--- src/rtl/seq_ripple_adder.sv ---
// rtl/seq_ripple_adder.sv - multi-cycle adder/subtractor, SLICE bits rippled per clock
module seq_ripple_adder #(
   parameter int WIDTH = 8,
   parameter int SLICE = 2
) (
   input  logic             clk,
   input  logic             rst_n,
   input  logic [WIDTH-1:0] a,
   input  logic [WIDTH-1:0] b,
   input  logic             cin,
   input  logic             sub,
   input  logic             in_valid,
   output logic             in_ready,
   output logic [WIDTH-1:0] sum,
   output logic             cout,
   output logic             ovf,
   output logic             out_valid,
   input  logic             out_ready
);

   localparam int N  = WIDTH / SLICE;
   localparam int IW = (N > 1) ? $clog2(N) : 1;

   localparam logic [1:0] IDLE = 2'd0;
   localparam logic [1:0] CALC = 2'd1;
   localparam logic [1:0] DONE = 2'd2;

   logic [1:0]       state;
   logic [IW-1:0]    idx;
   logic [WIDTH-1:0] opa;
   logic [WIDTH-1:0] opb;
   logic             carry;

   logic [SLICE-1:0] a_sl;
   logic [SLICE-1:0] b_sl;
   logic [SLICE-1:0] s_sl;
   logic             rc;
   logic             c_out;
   logic             c_msb;

   assign in_ready  = (state == IDLE);
   assign out_valid = (state == DONE);

   // c_msb keeps the carry entering the top stage; only meaningful on the last slice
   always_comb begin
      a_sl  = opa[idx*SLICE +: SLICE];
      b_sl  = opb[idx*SLICE +: SLICE];
      s_sl  = '0;
      rc    = carry;
      c_msb = carry;
      for (int k = 0; k < SLICE; k++) begin
         c_msb   = rc;
         s_sl[k] = a_sl[k] ^ b_sl[k] ^ rc;
         rc      = (a_sl[k] & b_sl[k]) | (rc & (a_sl[k] ^ b_sl[k]));
      end
      c_out = rc;
   end

   always_ff @(posedge clk or negedge rst_n) begin
      if (!rst_n) begin
         state <= IDLE;
         idx   <= '0;
         opa   <= '0;
         opb   <= '0;
         carry <= 1'b0;
         sum   <= '0;
         cout  <= 1'b0;
         ovf   <= 1'b0;
      end else begin
         case (state)
            IDLE: begin
               if (in_valid) begin
                  // subtraction is a + ~b + 1, so the carry-in is forced high
                  opa   <= a;
                  opb   <= b ^ {WIDTH{sub}};
                  carry <= sub | cin;
                  idx   <= '0;
                  state <= CALC;
               end
            end
            CALC: begin
               sum[idx*SLICE +: SLICE] <= s_sl;
               carry                   <= c_out;
               if (idx == IW'(N - 1)) begin
                  cout  <= c_out;
                  ovf   <= c_out ^ c_msb;
                  idx   <= '0;
                  state <= DONE;
               end else begin
                  idx <= idx + 1'b1;
               end
            end
            DONE: begin
               if (out_ready) state <= IDLE;
            end
            default: state <= IDLE;
         endcase
      end
   end

endmodule
--- config.mk ---
export PLATFORM = sky130hd
export DESIGN_NAME = seq_ripple_adder
export DESIGN_NICKNAME = d
export VERILOG_FILES = /design/src/rtl/seq_ripple_adder.sv
export SDC_FILE = /design/constraint.sdc
export NUM_CORES = 1
export LEC_CHECK = 0
export ABC_AREA = 1
export CAP_MARGIN = 15
export CORE_UTILIZATION = 40
export DETAILED_ROUTE_END_ITERATION = 12
export DONT_BUFFER_PORTS = 1
export MAX_ROUTING_LAYER = met4
export PLACE_DENSITY = 0.66
export SLEW_MARGIN = 10
export SYNTH_ARGS = -nofsm -noshare
export SYNTH_HDL_FRONTEND = slang
export SYNTH_SLANG_ARGS = --single-unit
--- constraint.sdc ---
create_clock -name clk -period 2.7 [get_ports clk]
set_input_delay 0.405 -clock clk [delete_from_list [all_inputs] [get_ports clk]]
set_output_delay 0.405 -clock clk [all_outputs]
set_load 0.01 [all_outputs]
==> results.toml, run 1 <==
[worst_setup_path]
cpMostUsedCell = "nand2_1"
cp_slowest_cell = "fa_1"
r2r_start = "idx[1]"
cp-startpoint = "idx[1]"
crit_chain = "clkinv_1 > o211ai_1 > nand2_1 > fa_1 > fa_1 > nand2_1 > nor3_1 > nand2_1 > nand2_1"
worstSetupEndpointType = "flip-flop"
start_kind = "flip-flop"
required_ps = 2930
critPathMaxStageDelay_ps = 540
cp_max_fo = 11
cp_data_arrival_time_ps = 2610
worstSetupPathType = "flip-flop to flip-flop"

[synthesis]
netlist.area_leader.share = 0.464
synth_seq_cells = 31
synth_edf_count = 0
netlist_top_cells_area = "dfrtp_1 (46%), nand2_1 (22%), xor2_1 (4.7%)"
syn_inst = 211
synth_nets = 241
synth_flop_cell = "dfrtp_1"
ys_warn_count = 0
syn_area_sq_um = 1670
synth.most_common_cell = "nand2_1"
avgSynthCellArea_sq_um = 7.92
synth_top_area_cell = "dfrtp_1"
synth-seq-area-share = 0.464
yosysUniqueCellTypes = 21
async_reset_ff_frac = 1.00
synth_common_cells = "nand2_1 (96), dfrtp_1 (31), inv_1 (18)"

[global_route]
grt_usage = 0.179
grt_pass1_vias = 1235
overflow = 0
grt_pass1_wl_um = 5660
antenna_found_initial = 0
grt_max_degree = 32

[sta]
fin_crit_sh = 0.882
drv_slew = 0
period_minus_slack_ps = 2380
fin_skew_ps = 6.51
clock.fmax_mhz = 420
tns_ps = 0
rsz0062_at_grt = "no"
finalHoldViolCount = 0
max-slew-margin-rel = 0.730
setup_viol = 0
hold_ws_ps = 206
worstMarginPinSlew_ps = 405

[cts]
cts_num_sinks = 31
clock-root-buffer = "clkbuf_8"
clk_latency_ps = 290
htreeDepth = 2
tritoncts = "yes"
cts_made_buffers = 5
clockBufferDepth = 2
clk_pin_slew_ps = 70

[layout]
synthToLayoutAreaGrowth_pct = 9.21
drive_above_1_share = 0.0602
design_area_sq_um = 1830
finish.net_count = 245
fin_cells = 266
nFillCells = 410
antenna_cells = 0

[die]
initial_utilization = 0.418
io_pins = 34
core_region_area_sq_um = 4000
dieArea_sq_um = 4440
chipHeight_um = 66.6
row_count = 23
die_w_um = 66.6

[placed_design]
gp_congestion = 0.823
placedCellCount = 256
io_buffers = 0
placed_area_sq_um = 1700
dpl.hpwl_um = 2340

[status]
outcome = "complete, no violations"

[flow_run]
drv_cap = 0

[detailed_routing]
drtIter0Drc = 58
vias_per_cell = 4.70
drc_errors = 0
wl_um = 3220
num_vias = 1251
drt_pass1_iterations = 4
ant_nets = 0
post_drt_wl_per_cell_um = 12.1

[power]
p_per_area_nw_per_um2 = 1240
power_mw = 2.26
leakagePower_nw = 1.00
ir_drop_mv = 0.467

[worst_hold_path]
min_from = "out_ready"
hp-class = "primary input to flip-flop"
## worst max-delay path, delay by kind of cell, from the launching register on
kind | cells | cell delay [ps]
simple gates | 5 | 410
flops | 1 | 430
buf+inv | 1 | 290
fa+ha+maj | 2 | 990
compound gates | 1 | 190
## placed cells by master, fill, tap and decap left out, drive strengths merged
master	instances
ha	6
nand2	97
nor2	16
dlygate4sd3	1
nand3	7
fa	2
o21ai	9
nor3	2
xor2	9
nand4	1
dfrtp	31
o31ai	1
inv	19
clkinv	1
o211ai	4
clkbuf	8
buf	2
## cell families (layout without fill, tap and decap cells)
group,Yosys count,count (layout),synth area share
AOI/OAI and AO/OA,14,14,0.0494
and+or+nand+nor,123,123,0.295
xor gates and xnor gates,9,9,0.0472
adders and majority gates,8,8,0.0689
DFF,31,31,0.464
buffers and inverters,26,31,0.0756
## what timing repair did
action | 4_1_cts | 5_1_grt
buffers inserted | 0 | 0
setup endpoints to repair | 0 | 0
endpoints found under the hold margin | 31 | 0
hold buffers | 2 | 0
resized for setup | 0 | 0
## through the flow
stage	util	setup WS (ps)
detailed placement	0.424	304
global route	0.456	109
floorplan	-	503
global placement	0.424	424
CTS	0.456	299
finish	0.456	319
## sequential cells by signal, indices dropped and copies added, names as in the netlist
signal,count
sum,8
ovf,1
idx,2
carry,1
state,2
opb,8
opa,8
cout,1
## worst paths after layout
path                            end  slack [ps]  cells past startpoint
max                          sum[1]         320                      9
min                        state[1]         210                      1
max reg2reg                  sum[1]         320                      9
min reg2reg                  opb[1]         480                      2
max in group asynchronous      cout        1970                      2
min in group asynchronous    sum[0]         550                      2
## layer usage
metal / vias up / wire length [um] / global-route usage
met3: 7 / 172 / 0.0514
met1: 556 / 1480 / 0.222
met2: 36 / 1500 / 0.270
li1: 652 / - / -
met4: 0 / 68 / 0.0798
met5: - / 0 / -
## power breakdown
part / total, mW / internal, mW / switching (mW)
Sequential: 0.813 / 0.656 / 0.157
Combinational: 1.04 / 0.386 / 0.658
Clock: 0.404 / 0.232 / 0.171
Total: 2.26 / 1.27 / 0.986
## area by class of cell
cell class | count | area, sq um | share of cell area
flip-flops and latches | 31 | 776 | 0.425
inverters | 20 | 80.1 | 0.0439
clock buffers | 8 | 100 | 0.0548
repair buffers | 3 | 37.5 | 0.0206
multi-input cells | 154 | 769 | 0.422
well taps | 50 | 62.6 | 0.0343
Power figures use the tool's default switching activity.
==> run 2: changes to the inputs <==
--- a/config.mk
+++ b/config.mk
@@ -7,11 +7,11 @@
 export LEC_CHECK = 0
 export ABC_AREA = 1
 export CAP_MARGIN = 15
-export CORE_UTILIZATION = 40
+export CORE_UTILIZATION = 55
 export DETAILED_ROUTE_END_ITERATION = 12
 export DONT_BUFFER_PORTS = 1
 export MAX_ROUTING_LAYER = met4
-export PLACE_DENSITY = 0.66
+export PLACE_DENSITY = 0.82
 export SLEW_MARGIN = 10
 export SYNTH_ARGS = -nofsm -noshare
 export SYNTH_HDL_FRONTEND = slang
==> run 2 against run 1 <==
  * The flow now finishes with violations (design-rule violations)
  * Largest cell class unchanged
  * Combinational power barely moved
  * Sequential power fell by 1%
  * Worst hold slack got worse by 47 ps
  * Critical path depth did not move
  * Clock power fell by 36%
  * Clock-buffer cell count fell by 1
  * Via count rose by 1.4%
  * Highest routed layer unchanged
  * Cell count fell by 7.1%
==> results.toml, run 2 (synthesis gave the netlist of run 1 again) <==
[worst_setup_path]
worstSetupPathType = "flip-flop to flip-flop"
worst-r2r-setup-slack_ps = 310
r2r_start = "idx[1]"
cp_data_arrival_time_ps = 2660
cp-startpoint = "idx[1]"
start_kind = "flip-flop"
required_ps = 2980
worstSetupEndpointType = "flip-flop"
cp_max_fo = 11

[cts]
ctsResizeCount = 0
cts_num_sinks = 31
clockBufferDepth = 2
cts_hold_buf = 2
tritoncts = "yes"
cts_made_buffers = 5
clk_latency_ps = 330
clock-root-buffer = "clkbuf_4"
clk_pin_slew_ps = 90
cts_setup_buffers = 0
htreeDepth = 2

[layout]
drive_above_1_share = 0.0556
design_area_sq_um = 1750
antenna_cells = 0
finish.net_count = 245
top_regs = "opa (8), opb (8), sum (8)"
layout_commonest_cell = "nand2_1"
synthToLayoutAreaGrowth_pct = 4.79
layout_common_cells = "nand2_1 (96), dfrtp_1 (31), inv_1 (18), nor2_1 (14)"

[status]
violations = "design-rule violations"
outcome = "complete, but fails checks"

[sta]
rsz0062_at_grt = "no"
fin_skew_ps = 2.26
drv_slew = 0
setup_viol = 0
max-slew-margin-rel = 0.743
worstMarginPinSlew_ps = 385
period_minus_slack_ps = 2390
clock.fmax_mhz = 419
tns_ps = 0
fin_crit_sh = 0.883
finalHoldViolCount = 0

[detailed_routing]
num_vias = 1268
drt_pass1_iterations = 9
post_drt_wl_per_cell_um = 12.3
ant_nets = 0
drc_errors = 8
wl_um = 3040
vias_per_cell = 5.13
drtIter0Drc = 65

[die]
dieArea_sq_um = 3260
die_w_um = 57.1
chipHeight_um = 57.1
initial_utilization = 0.591
row_count = 19
io_pins = 34
core_region_area_sq_um = 2830

[flow_run]
drv_cap = 0

[global_route]
overflow = 0
grt_usage = 0.224
grt_max_degree = 32
grt_pass1_vias = 1264
antenna_found_initial = 0
grt_pass1_wl_um = 5330

[placed_design]
placed_area_sq_um = 1670
gp_congestion = 0.829
dpl.hpwl_um = 2140
io_buffers = 0

[power]
ir_drop_mv = 0.631
p_per_area_nw_per_um2 = 1210
leakagePower_nw = 0.977

[worst_hold_path]
min_from = "out_ready"
hp-class = "primary input to flip-flop"
run 2: changes by cell type in the layout (fill, tap and decap cells not counted), sizes merged:
cell / delta
clkinv: +1
clkbuf: -1
run 2: report_power, final:
group,switching [mW],internal (mW),total [mW]
combinational,0.663,0.389,1.05
sequential,0.151,0.654,0.805
clock,0.155,0.101,0.257
run 2: stage by stage:
step                setup WS [ps]  power, mW  cells   util  hold slack (ps)
floorplan                     503       1.67    211      -              109
global placement              440       1.83    237  0.591              110
detailed placement            336       1.85    237  0.591              110
CTS                           317       2.12    247  0.619              159
global route                  145       2.33    247  0.619              157
finish                        315       2.11    247  0.619              159
run 2: final cells by class:
class                           instances  area (sq um)
Multi-Input combinational cell        154           769
Sequential cell                        31           776
Clock buffer                            7          45.0
Inverter                               20          80.1
Clock inverter                          1          5.00
Timing Repair Buffer                    3          37.5
Fill cell                             270          1080
Tap cell                               31          38.8
run 2: path summary, 6_finish.rpt:
check / endpoint / depth (start not counted)
min in group asynchronous: sum[0] / 2
min reg2reg: opa[5] / 2
max in group asynchronous: opb[5] / 2
max: sum[1] / 9
max reg2reg: sum[1] / 9
min: state[1] / 1
run 2: routing by layer:
| layer | vias to the layer above | GRT usage | part of all wire |
|---|---|---|---|
| met1 | 570 | 0.281 | 0.46 |
| met3 | 7 | 0.0544 | 0.046 |
| li1 | 652 | - | - |
| met5 | - | - | 0 |
| met2 | 39 | 0.343 | 0.47 |
| met4 | 0 | 0.105 | 0.019 |
run 2: worst max-delay path, cell delays in order (launching register included):
cell	delay (ps)
dfrtp_1	430
clkinv_1	280
o211ai_1	190
nand2_1	100
fa_1	440
fa_1	550
nand2_1	60
nor3_1	140
nand2_1	70
nand2_1	60
==> run 3: changes to the inputs <==
--- a/config.mk
+++ b/config.mk
@@ -11,7 +11,7 @@
 export DETAILED_ROUTE_END_ITERATION = 12
 export DONT_BUFFER_PORTS = 1
 export MAX_ROUTING_LAYER = met4
-export PLACE_DENSITY = 0.82
+export PLACE_DENSITY = 0.85
 export SLEW_MARGIN = 10
 export SYNTH_ARGS = -nofsm -noshare
 export SYNTH_HDL_FRONTEND = slang
==> constraint.sdc (replaced) <==
create_clock -name clk -period 2.15 [get_ports clk]
set_input_delay 0.3225 -clock clk [delete_from_list [all_inputs] [get_ports clk]]
set_output_delay 0.3225 -clock clk [all_outputs]
set_load 0.01 [all_outputs]
==> run 3 against run 2 <==
  * The run ends with design-rule violations, negative setup slack left
  * Cell count up 4.0%
  * Setup slack worse by 320 ps
  * First-iteration DRC count down 58%
  * Sequential share of layout area down 2.7 points
  * Core utilization up 4.0 points
  * Power up 41%
  * Sequential power up 28%
  * Critical path depth up 1
  * Highest routed layer unchanged
==> results.toml, run 3 (synthesis gave the netlist of run 1 again) <==
[worst_setup_path]
start_kind = "flip-flop"
crit_chain = "inv_2 > nand2_1 > o211ai_1 > nand2_1 > fa_2 > fa_2 > nand2_1 > nor3_2 > nand2_1 > nand2_1"
cp_slowest_cell = "fa_2"
worstSetupEndpointType = "flip-flop"
worstSetupPathType = "flip-flop to flip-flop"
critPathMaxStageDelay_ps = 570
cp_data_arrival_time_ps = 2440
required_ps = 2430
cpMostUsedCell = "nand2_1"
cp_max_fo = 8

[die]
chipHeight_um = 57.1
row_count = 19
core_region_area_sq_um = 2830
die_w_um = 57.1
dieArea_sq_um = 3260
io_pins = 34
initial_utilization = 0.591

[detailed_routing]
ant_nets = 0
wl_um = 3310
drtIter0Drc = 27
drc_errors = 2
num_vias = 1369
vias_per_cell = 5.33
drt_pass1_iterations = 8
post_drt_wl_per_cell_um = 12.9

[placed_design]
dpl.hpwl_um = 2300
gp_congestion = 0.898
io_buffers = 0
post-place-ws_ps = -5.67

[sta]
final.setup.worst_slack_ps = -6.36
drv_slew = 0
fin_crit_sh = 1.00
clock.fmax_mhz = 464
period_minus_slack_ps = 2160
tns_ps = -6.36
rsz0062_at_grt = "yes"
finalHoldViolCount = 0
worstMarginPinSlew_ps = 360
setup_viol = 1
fin_skew_ps = 4.45
max-slew-margin-rel = 0.757

[layout]
fin_util = 0.659
layout_common_cells = "nand2_1 (96), dfrtp_1 (31), inv_1 (17), nor2_1 (14), buf_4 (11)"
top_regs = "opa (8), opb (8), sum (8)"
antenna_cells = 0
layout_commonest_cell = "nand2_1"
nFillCells = 243
drive_above_1_share = 0.128
synthToLayoutAreaGrowth_pct = 11.5
finish.net_count = 255

[global_route]
grt_pass1_wl_um = 5640
grt_usage = 0.242
top_usage_layer = "met2"
grt_pass1_vias = 1331
globalRouteMet1Util = 0.259
grt_max_degree = 32
overflow = 0
use_met2 = 0.402
antenna_found_initial = 0
use_met3 = 0.0862

[power]
combPwrFrac = 0.523
cellInternalPower_mw = 1.65
clock_power_share = 0.132
switching_share = 0.446
leakagePower_nw = 1.03
power.switching_mw = 1.33
p_per_area_nw_per_um2 = 1600
seq_power_share = 0.345
ir_drop_mv = 0.797

[cts]
clk_pin_slew_ps = 90
tritoncts = "yes"
cts_num_sinks = 31
htreeDepth = 2
cts_made_buffers = 5
clock-root-buffer = "clkbuf_4"
clk_latency_ps = 340
clockBufferDepth = 2

[status]
violations = "design-rule violations, negative setup slack"
outcome = "complete, but fails checks"

[worst_hold_path]
hp-class = "primary input to flip-flop"

[flow_run]
drv_cap = 0
-- run 3: power groups by stage --
stage          Sequential [mW]  Combinational [mW]  Clock (mW)
2_1_floorplan            0.973                1.13           0
5_1_grt                   1.06                1.78       0.423
3_5_place_dp              1.02                1.42           0
4_1_cts                   1.02                1.45       0.398
6_report                  1.03                1.55       0.392
3_3_place_gp              1.02                1.37           0
-- run 3: worst max-delay path: cells and delay by family, from the launching register on --
family | cells | cell delay [ps]
DFF | 1 | 440
adders and majority gates | 2 | 960
and+or+nand+nor | 6 | 490
AOI/OAI and AO/OA | 1 | 80
buffers and inverters | 1 | 130
-- run 3: metal layers --
metal / wire, um / share of wire
met1: 1420 / 0.43
met4: 106 / 0.032
met5: 0 / 0
met3: 168 / 0.051
met2: 1620 / 0.49
-- run 3: path summary, 6_finish.rpt --
check | startpoint | endpoint | slack (ps) | depth (start not counted)
hold / removal | a[0] | opa[0] | 90 | 2
hold reg to reg | opb[0] | opb[0] | 500 | 2
max in group asynchronous | rst_n | opa[5] | 1550 | 2
setup reg to reg | idx[0] | sum[1] | -6 | 10
setup / recovery | idx[0] | sum[1] | -6 | 10
min in group asynchronous | rst_n | opb[2] | 430 | 2
-- run 3: per-stage QoR --
step | cell area [sq um] | total power [mW] | hold WS, ps | std cells
final | 1860 | 2.97 | 90.1 | 257
after global routing | 1860 | 3.26 | 67.2 | 257
after CTS | 1820 | 2.87 | 82.8 | 253
after detailed placement | 1720 | 2.45 | 27.5 | 243
after global placement | 1720 | 2.39 | 27.6 | 243
after floorplan | 1670 | 2.10 | 26.9 | 211
-- run 3: area by class of cell --
| class | instances | area, sq um | share of cell area |
|---|---|---|---|
| repair buffers | 13 | 113 | 0.0604 |
| clock buffers | 8 | 68.8 | 0.0369 |
| well taps | 31 | 38.8 | 0.0208 |
| multi-input cells | 154 | 785 | 0.421 |
| inverters | 20 | 83.8 | 0.0450 |
| flip-flops and latches | 31 | 776 | 0.416 |
-- run 3: timing repair --
item / in CTS / in global routing
buffers inserted: 0 / 4
pin swaps: 0 / 3
endpoints found under the setup margin: 2 / 5
hold endpoints to repair: 31 / 0
hold buffers: 2 / 0
gates resized for setup: 1 / 5
